[src/rtl/ahb_lite_arbiter.sv]
// Two-master AHB-Lite arbiter: one transfer at a time, IDLE -> ADDR -> DATA, data-phase timeout.
// Define ARB_ROUND_ROBIN_EN for round-robin tie-breaking; otherwise M0 has fixed priority.
module ahb_lite_arbiter #(
    parameter int unsigned TIMEOUT = 15
) (
    input  logic        clk,
    input  logic        reset,
    input  logic        req0,
    input  logic        req1,
    input  logic [31:0] addr0,
    input  logic [31:0] addr1,
    input  logic        write0,
    input  logic        write1,
    input  logic [31:0] wdata0,
    input  logic [31:0] wdata1,
    output logic        done0,
    output logic        done1,
    output logic        err0,
    output logic        err1,
    output logic [31:0] rdata,
    output logic [31:0] HADDR,
    output logic        HWRITE,
    output logic [1:0]  HTRANS,
    output logic [31:0] HWDATA,
    input  logic [31:0] HRDATA,
    input  logic        HREADY,
    output logic [1:0]  grant
);

    typedef enum logic [1:0] {
        StIdle = 2'd0,
        StAddr = 2'd1,
        StData = 2'd2
    } state_e;

    localparam logic [7:0] TimeoutCnt = 8'(TIMEOUT);
    localparam logic [1:0] HtransIdle = 2'b00;
    localparam logic [1:0] HtransNonseq = 2'b10;

    state_e      state_q, state_d;
    logic        owner_q, owner_d;
    logic [31:0] haddr_q, haddr_d;
    logic        hwrite_q, hwrite_d;
    logic [31:0] hwdata_q, hwdata_d;
    logic [7:0]  wait_cnt_q, wait_cnt_d;

    logic        tie_winner;
    logic        winner;
    logic [7:0]  wait_inc;
    logic        wait_expire;

    // Counter saturates instead of wrapping.
    assign wait_inc    = (wait_cnt_q == 8'hff) ? wait_cnt_q : wait_cnt_q + 8'd1;
    assign wait_expire = ~HREADY && (wait_inc == TimeoutCnt);

`ifdef ARB_ROUND_ROBIN_EN
    logic last_q, last_d;

    assign tie_winner = ~last_q;

    always_comb begin
        last_d = last_q;
        if (state_q == StData && (HREADY || wait_expire)) begin
            last_d = owner_q;
        end
    end

    // Reset to M1 so that M0 wins the first tie.
    always_ff @(posedge clk) begin
        if (reset) begin
            last_q <= 1'b1;
        end else begin
            last_q <= last_d;
        end
    end
`else
    assign tie_winner = 1'b0;
`endif

    always_comb begin
        if (req0 && req1) begin
            winner = tie_winner;
        end else begin
            winner = req1;
        end
    end

    always_comb begin
        state_d    = state_q;
        owner_d    = owner_q;
        haddr_d    = haddr_q;
        hwrite_d   = hwrite_q;
        hwdata_d   = hwdata_q;
        wait_cnt_d = wait_cnt_q;
        done0      = 1'b0;
        done1      = 1'b0;
        err0       = 1'b0;
        err1       = 1'b0;
        rdata      = 32'd0;
        HTRANS     = HtransIdle;
        grant      = 2'b00;

        unique case (state_q)
            StIdle: begin
                if (req0 || req1) begin
                    owner_d    = winner;
                    haddr_d    = winner ? addr1 : addr0;
                    hwrite_d   = winner ? write1 : write0;
                    hwdata_d   = winner ? wdata1 : wdata0;
                    wait_cnt_d = 8'd0;
                    state_d    = StAddr;
                end
            end
            StAddr: begin
                HTRANS  = HtransNonseq;
                grant   = owner_q ? 2'b10 : 2'b01;
                state_d = StData;
            end
            StData: begin
                grant = owner_q ? 2'b10 : 2'b01;
                if (HREADY) begin
                    done0   = ~owner_q;
                    done1   = owner_q;
                    rdata   = HRDATA;
                    state_d = StIdle;
                end else begin
                    wait_cnt_d = wait_inc;
                    if (wait_expire) begin
                        err0    = ~owner_q;
                        err1    = owner_q;
                        state_d = StIdle;
                    end
                end
            end
            default: begin
                state_d = StIdle;
            end
        endcase
    end

    // Address and write data hold their last latched values between transfers.
    assign HADDR  = haddr_q;
    assign HWRITE = hwrite_q;
    assign HWDATA = hwdata_q;

    always_ff @(posedge clk) begin
        if (reset) begin
            state_q    <= StIdle;
            owner_q    <= 1'b0;
            haddr_q    <= 32'd0;
            hwrite_q   <= 1'b0;
            hwdata_q   <= 32'd0;
            wait_cnt_q <= 8'd0;
        end else begin
            state_q    <= state_d;
            owner_q    <= owner_d;
            haddr_q    <= haddr_d;
            hwrite_q   <= hwrite_d;
            hwdata_q   <= hwdata_d;
            wait_cnt_q <= wait_cnt_d;
        end
    end

endmodule
[config.mk]
export PLATFORM = sky130hd
export DESIGN_NAME = ahb_lite_arbiter
export DESIGN_NICKNAME = d
export VERILOG_FILES = /design/src/rtl/ahb_lite_arbiter.sv
export SDC_FILE = /design/constraint.sdc
export NUM_CORES = 1
export LEC_CHECK = 0
export CORE_MARGIN = 8
export CORE_UTILIZATION = 38
export DETAILED_ROUTE_END_ITERATION = 12
export GPL_TIMING_DRIVEN = 0
export PLACE_DENSITY = 0.86
export SLEW_MARGIN = 40
export SYNTH_ARGS = -nofsm -noshare
export SYNTH_HDL_FRONTEND = slang
export SYNTH_SLANG_ARGS = --single-unit
[constraint.sdc]
create_clock -name clk -period 3.55 [get_ports clk]
set_input_delay 1.065 -clock clk [delete_from_list [all_inputs] [get_ports clk]]
set_output_delay 1.065 -clock clk [all_outputs]
set_load 0.02 [all_outputs]
# == Yosys cells after proc, flatten, opt, wreduce, memory -nomap -nowiden ==
# Index checks and enable logic that the tools add are counted.
# word_totals
out_inout_bits,105
latch_bits,0
in_bits,167
regBits,76
mem_count,0
rom_bits,0
word_cells,52
ramBits,0
# op_classes
add_sub_neg,1
bitwise_logic,2
n_reduce_logical,9
muxes,27
n_lt_le_gt_ge,0
div,0
shifts,0
multipliers,0
n_eq_ne,7
# ops
operator,count
$mux W32,4
$mux W8,3
$pmux W8 S2,1
$mux W1,12
$mux W2,6
$add A8 B1 Y8 const B,1
$eq A8 B4 Y1 const B,1
$eq A8 B8 Y1 const B,1
$pmux W2 S3,1
$ne A2 B2 Y1 const B,2
$reduce_and A2 Y1,2
$ne A3 B3 Y1 const B,1
$reduce_and A3 Y1,1
$eq A2 B1 Y1 const B,1
$eq A2 B2 Y1 const B,1
$logic_and A1 B1 Y1,2
$logic_not A2 Y1,1
$not A1 Y1,2
$reduce_bool A2 Y1,1
$reduce_or A2 Y1,1
$logic_or A1 B1 Y1,1

# == Depth between registers and ports, before layout ==
# logic_depth
word_depth,7
mapped_depth,8
depth_no_buf,7

# == Worst setup path before layout ==
# Ideal clock, no wire load.
# synth_path
path_kind,in2out
from,input port HREADY
to,output port err0
path_buffers,0
path_slack_ps,679
arrival_time_ps,1806
cell_stages,3
path_cell_list,nand2b_1 nand4b_1 nor2_1
# synth_via
elab_chain_cells,5
# synth_rtl
element,line,rtl
"start, declared",26,"input logic HREADY,"
$not A1 Y1,54,assign wait_expire = ~HREADY && (wait_inc == TimeoutCnt);
$logic_and A1 B1 Y1,54,
$mux W1,128,if (wait_expire) begin
$mux W1 (*),121,if (HREADY) begin
$mux W1 (*),103,unique case (state_q)
"end, declared",18,"output logic err0,"
# Mark *: on every way between the ends. The rest lies on a longest branch, timed or not.

# == Worst setup path after layout ==
# layout_path
from,input port HRDATA[12]
to,output port rdata[12]
# layout_via
elab_chain_cells,2
# layout_rtl
element,line,rtl
"start, declared",25,"input logic [31:0] HRDATA,"
$mux W32,121,
$mux W32,103,
"end, declared",20,"output logic [31:0] rdata,"
# No other way between the ends.

==> impl_metrics.tcl <==
set metrics [dict create \
    status "complete, no violations" \
    async_reset_ff_share_pct 0 \
    finalSetupViolations 0 \
    relSlewSlack_pct 57.1 \
    critPathLaunch "HRDATA[12]" \
    worstSetupPathType "primary input to output port" \
    seq_area_mm2 0.00152 \
    min_path_type "flop to flop" \
    fillers 805 \
    rsz0062_at_grt "false" \
    fin_util_pct 69.0 \
    synthAdderAreaFrac_pct 1.29 \
    synth_nets 600 \
    yosysSeqAreaShare_pct 39.4 \
    post-route-period-util_pct 95.3 \
    finalHoldViolCount 0 \
    grt-ovfl-total 0 \
    wl_per_cell_um 18.9 \
    antenna_found_initial 0 \
    peakVddDrop_v 0.000288 \
    required_ps 2480 \
    reg2reg_from "state_q[0]" \
    cp_top_family "buffers and inverters" \
    path_common_cell "clkdlybuf4s50_1" \
    path_max_fanout 1 \
    syn_area_per_cell_um2 9.01 \
    worstPathCellList "clkdlybuf4s50_1 > and3_1 > clkdlybuf4s50_1" \
    dp_hpwl_um 13400 \
    drive_above_1_share_pct 6.99 \
    grt_pass1_wl_um 23300 \
    synthSimpleGateAreaFrac_pct 19.0 \
    stdcell_count 851 \
    crit_path_max_incr_delay_ps 630 \
    synth-compound-area-share_pct 17.4 \
    die_area_mm2 0.0137 \
    wl_um 16100 \
    grt_usage_pct 22.2 \
    total_power_mw 3.00 \
    cts_tree "built" \
    ios 272 \
    synth_flop_cell "dfxtp_1" \
    fin_skew_ps 8.60 \
    numCtsBuffers 9 \
    drc 0 \
    final_nets 881 \
    fin_crit_ps 3380 \
    start_util_pct 38.3 \
    path_clk_slew_ps 80 \
    tightestPinTransition_ps 643 \
    netlist_instances 429 \
    synth_seq_cells 76 \
    ys_types 43 \
    die_w_um 117 \
    area_growth_pct 80.2 \
    multi_input_area_mm2 0.00215 \
    grt_max_degree 15 \
    endpoint_kind "output port" \
    crit_cells 3 \
    arrival_ps 2320 \
    finalMaxSlewViolations 0 \
    cts_htree_levels 3 \
    drtIter0Drc 176 \
    reg2reg_slack_ps 1360 \
    ctsHoldBuffers 0 \
    dp_cells 835 \
    clkLatencyLatePin_ps 350 \
    cpMaxStageDelayCell "clkdlybuf4s50_1" \
    num_antenna_cells 0 \
    synth_top_family_by_area "simple AND/OR/NAND/NOR gates" \
    yosys.area_share.xor_xnor_pct 0.227 \
    grt_pass1_vias 4585 \
    row_count 37 \
    leakage_nw 2.73 \
    rr_endpoint "HWDATA[4]" \
    die_height_um 117 \
    clockBufferDepth 2 \
    gp_congestion 0.928 \
    cap_viol_max_count 0 \
    crit_path_end "rdata[12]" \
    drt_first_pass_iters 4 \
    p_per_area_mw_per_mm2 431 \
    ys_warn_count 0 \
    placed_area_mm2 0.00674 \
    critPathLaunchType "primary input" \
    core-area_mm2 0.0101 \
    synth_mux_area_share_pct 17.4 \
    timing.hold.ws_ps 502 \
    vias_per_cell 5.17 \
    fin_area_mm2 0.00696 \
    reg2reg_depth 7 \
    numClockSinks 76 \
    ant_nets 0 \
    max_freq_ghz 0.296 \
    portBuffers 270 \
    synth_edf_count 0 \
    route.vias.total 4402 \
    crit_buf_inv 2 \
    netlist_area_mm2 0.00386 \
    root_buffer "clkbuf_8" \
]
-- layout make-up --
cell class | instances | share of cell area [%]
inverter | 3 | 0.162
multi-input combinational | 308 | 30.9
clock buffer | 10 | 1.98
clock inverter | 6 | 1.37
timing repair buffer | 270 | 38.5
buffer | 42 | 2.80
tap | 136 | 2.44
sequential | 76 | 21.9
-- timing repair --
item / CTS / global route
setup buffers: 0 / 0
setup endpoints to repair: 36 / 22
endpoints found under the hold margin: 0 / 0
gates resized for setup: 13 / 5
-- flip-flops by register name (all words and copies together), names as in the netlist --
signal	count
HWDATA	32
HWRITE	1
HADDR	32
wait_cnt_q	8
owner_q	1
state_q	2
-- through the flow --
step	setup WS (ps)	setup TNS (ps)
after detailed placement	-566	-11470
final	168	0
after floorplan	679	0
after global routing	0.292	0
after global placement	-578	-10840
after CTS	14.3	0
-- cells by family (layout without fill, tap and decap cells) --
group	Yosys count	after routing
mux	67	67
xor+xnor	1	1
simple gates	144	144
compound gates	91	91
buf+inv	45	331
flops	76	76
other cells	1	1
fa+ha+maj	4	4
-- worst min-delay path: stages (launching register included) --
cell and delay (ps):
dfxtp_1 320, nor2_1 90, a211oi_1 50
-- how the worst min path moves through the flow --
stage	from	endpoint	slack [ps]	cells past startpoint
after CTS	HWDATA[25]	HWDATA[25]	500	2
after floorplan	state_q[1]	state_q[1]	460	2
final	HADDR[1]	HADDR[1]	500	2
after global placement	state_q[1]	state_q[1]	480	2
after global routing	HADDR[2]	HADDR[2]	520	2
after detailed placement	HADDR[2]	HADDR[2]	490	2
-- cell usage in the layout, fill, tap and decap left out, types with 9 or more instances in the layout --
cell,instances
and3_1,35
a211oi_1,66
clkdlybuf4s50_1,263
nor2_1,74
clkbuf_8,10
clkbuf_1,23
mux2i_1,66
buf_2,9
a21oi_1,12
dfxtp_1,76
-- synth_stat cells, types with 2 or more instances --
library cell	count	area, um2
clkbuf_1	26	97.6
nand3_1	5	25.0
dfxtp_1	76	1520
and2_1	2	12.5
a211oi_1	66	495
buf_2	9	45.0
a31oi_1	2	12.5
buf_4	6	45.0
o21a_1	3	22.5
and3_1	35	219
nand2_1	2	7.51
nor4_1	2	12.5
ha_1	4	50.1
inv_1	3	11.3
mux2i_1	66	661
nor3_1	6	30.0
nor2b_1	2	12.5
nand2b_1	5	31.3
a21oi_1	12	60.1
nor2_1	74	278
-- metal layers --
layer | vias up | wire (um) | global-route usage, %
met4 | 0 | 374 | 8.96
li1 | 2121 | - | -
met3 | 22 | 1470 | 6.36
met2 | 208 | 8370 | 42.1
met1 | 2051 | 5880 | 22.1
met5 | - | 0 | 0
-- power breakdown --
part	switching (mW)	leakage, nW	internal (mW)
Sequential	0.0753	0.630	0.986
Clock	0.339	0.111	0.423
Combinational	0.601	1.99	0.576
Total	1.02	2.73	1.98
Note: power is estimated with default switching activity, not from simulation.
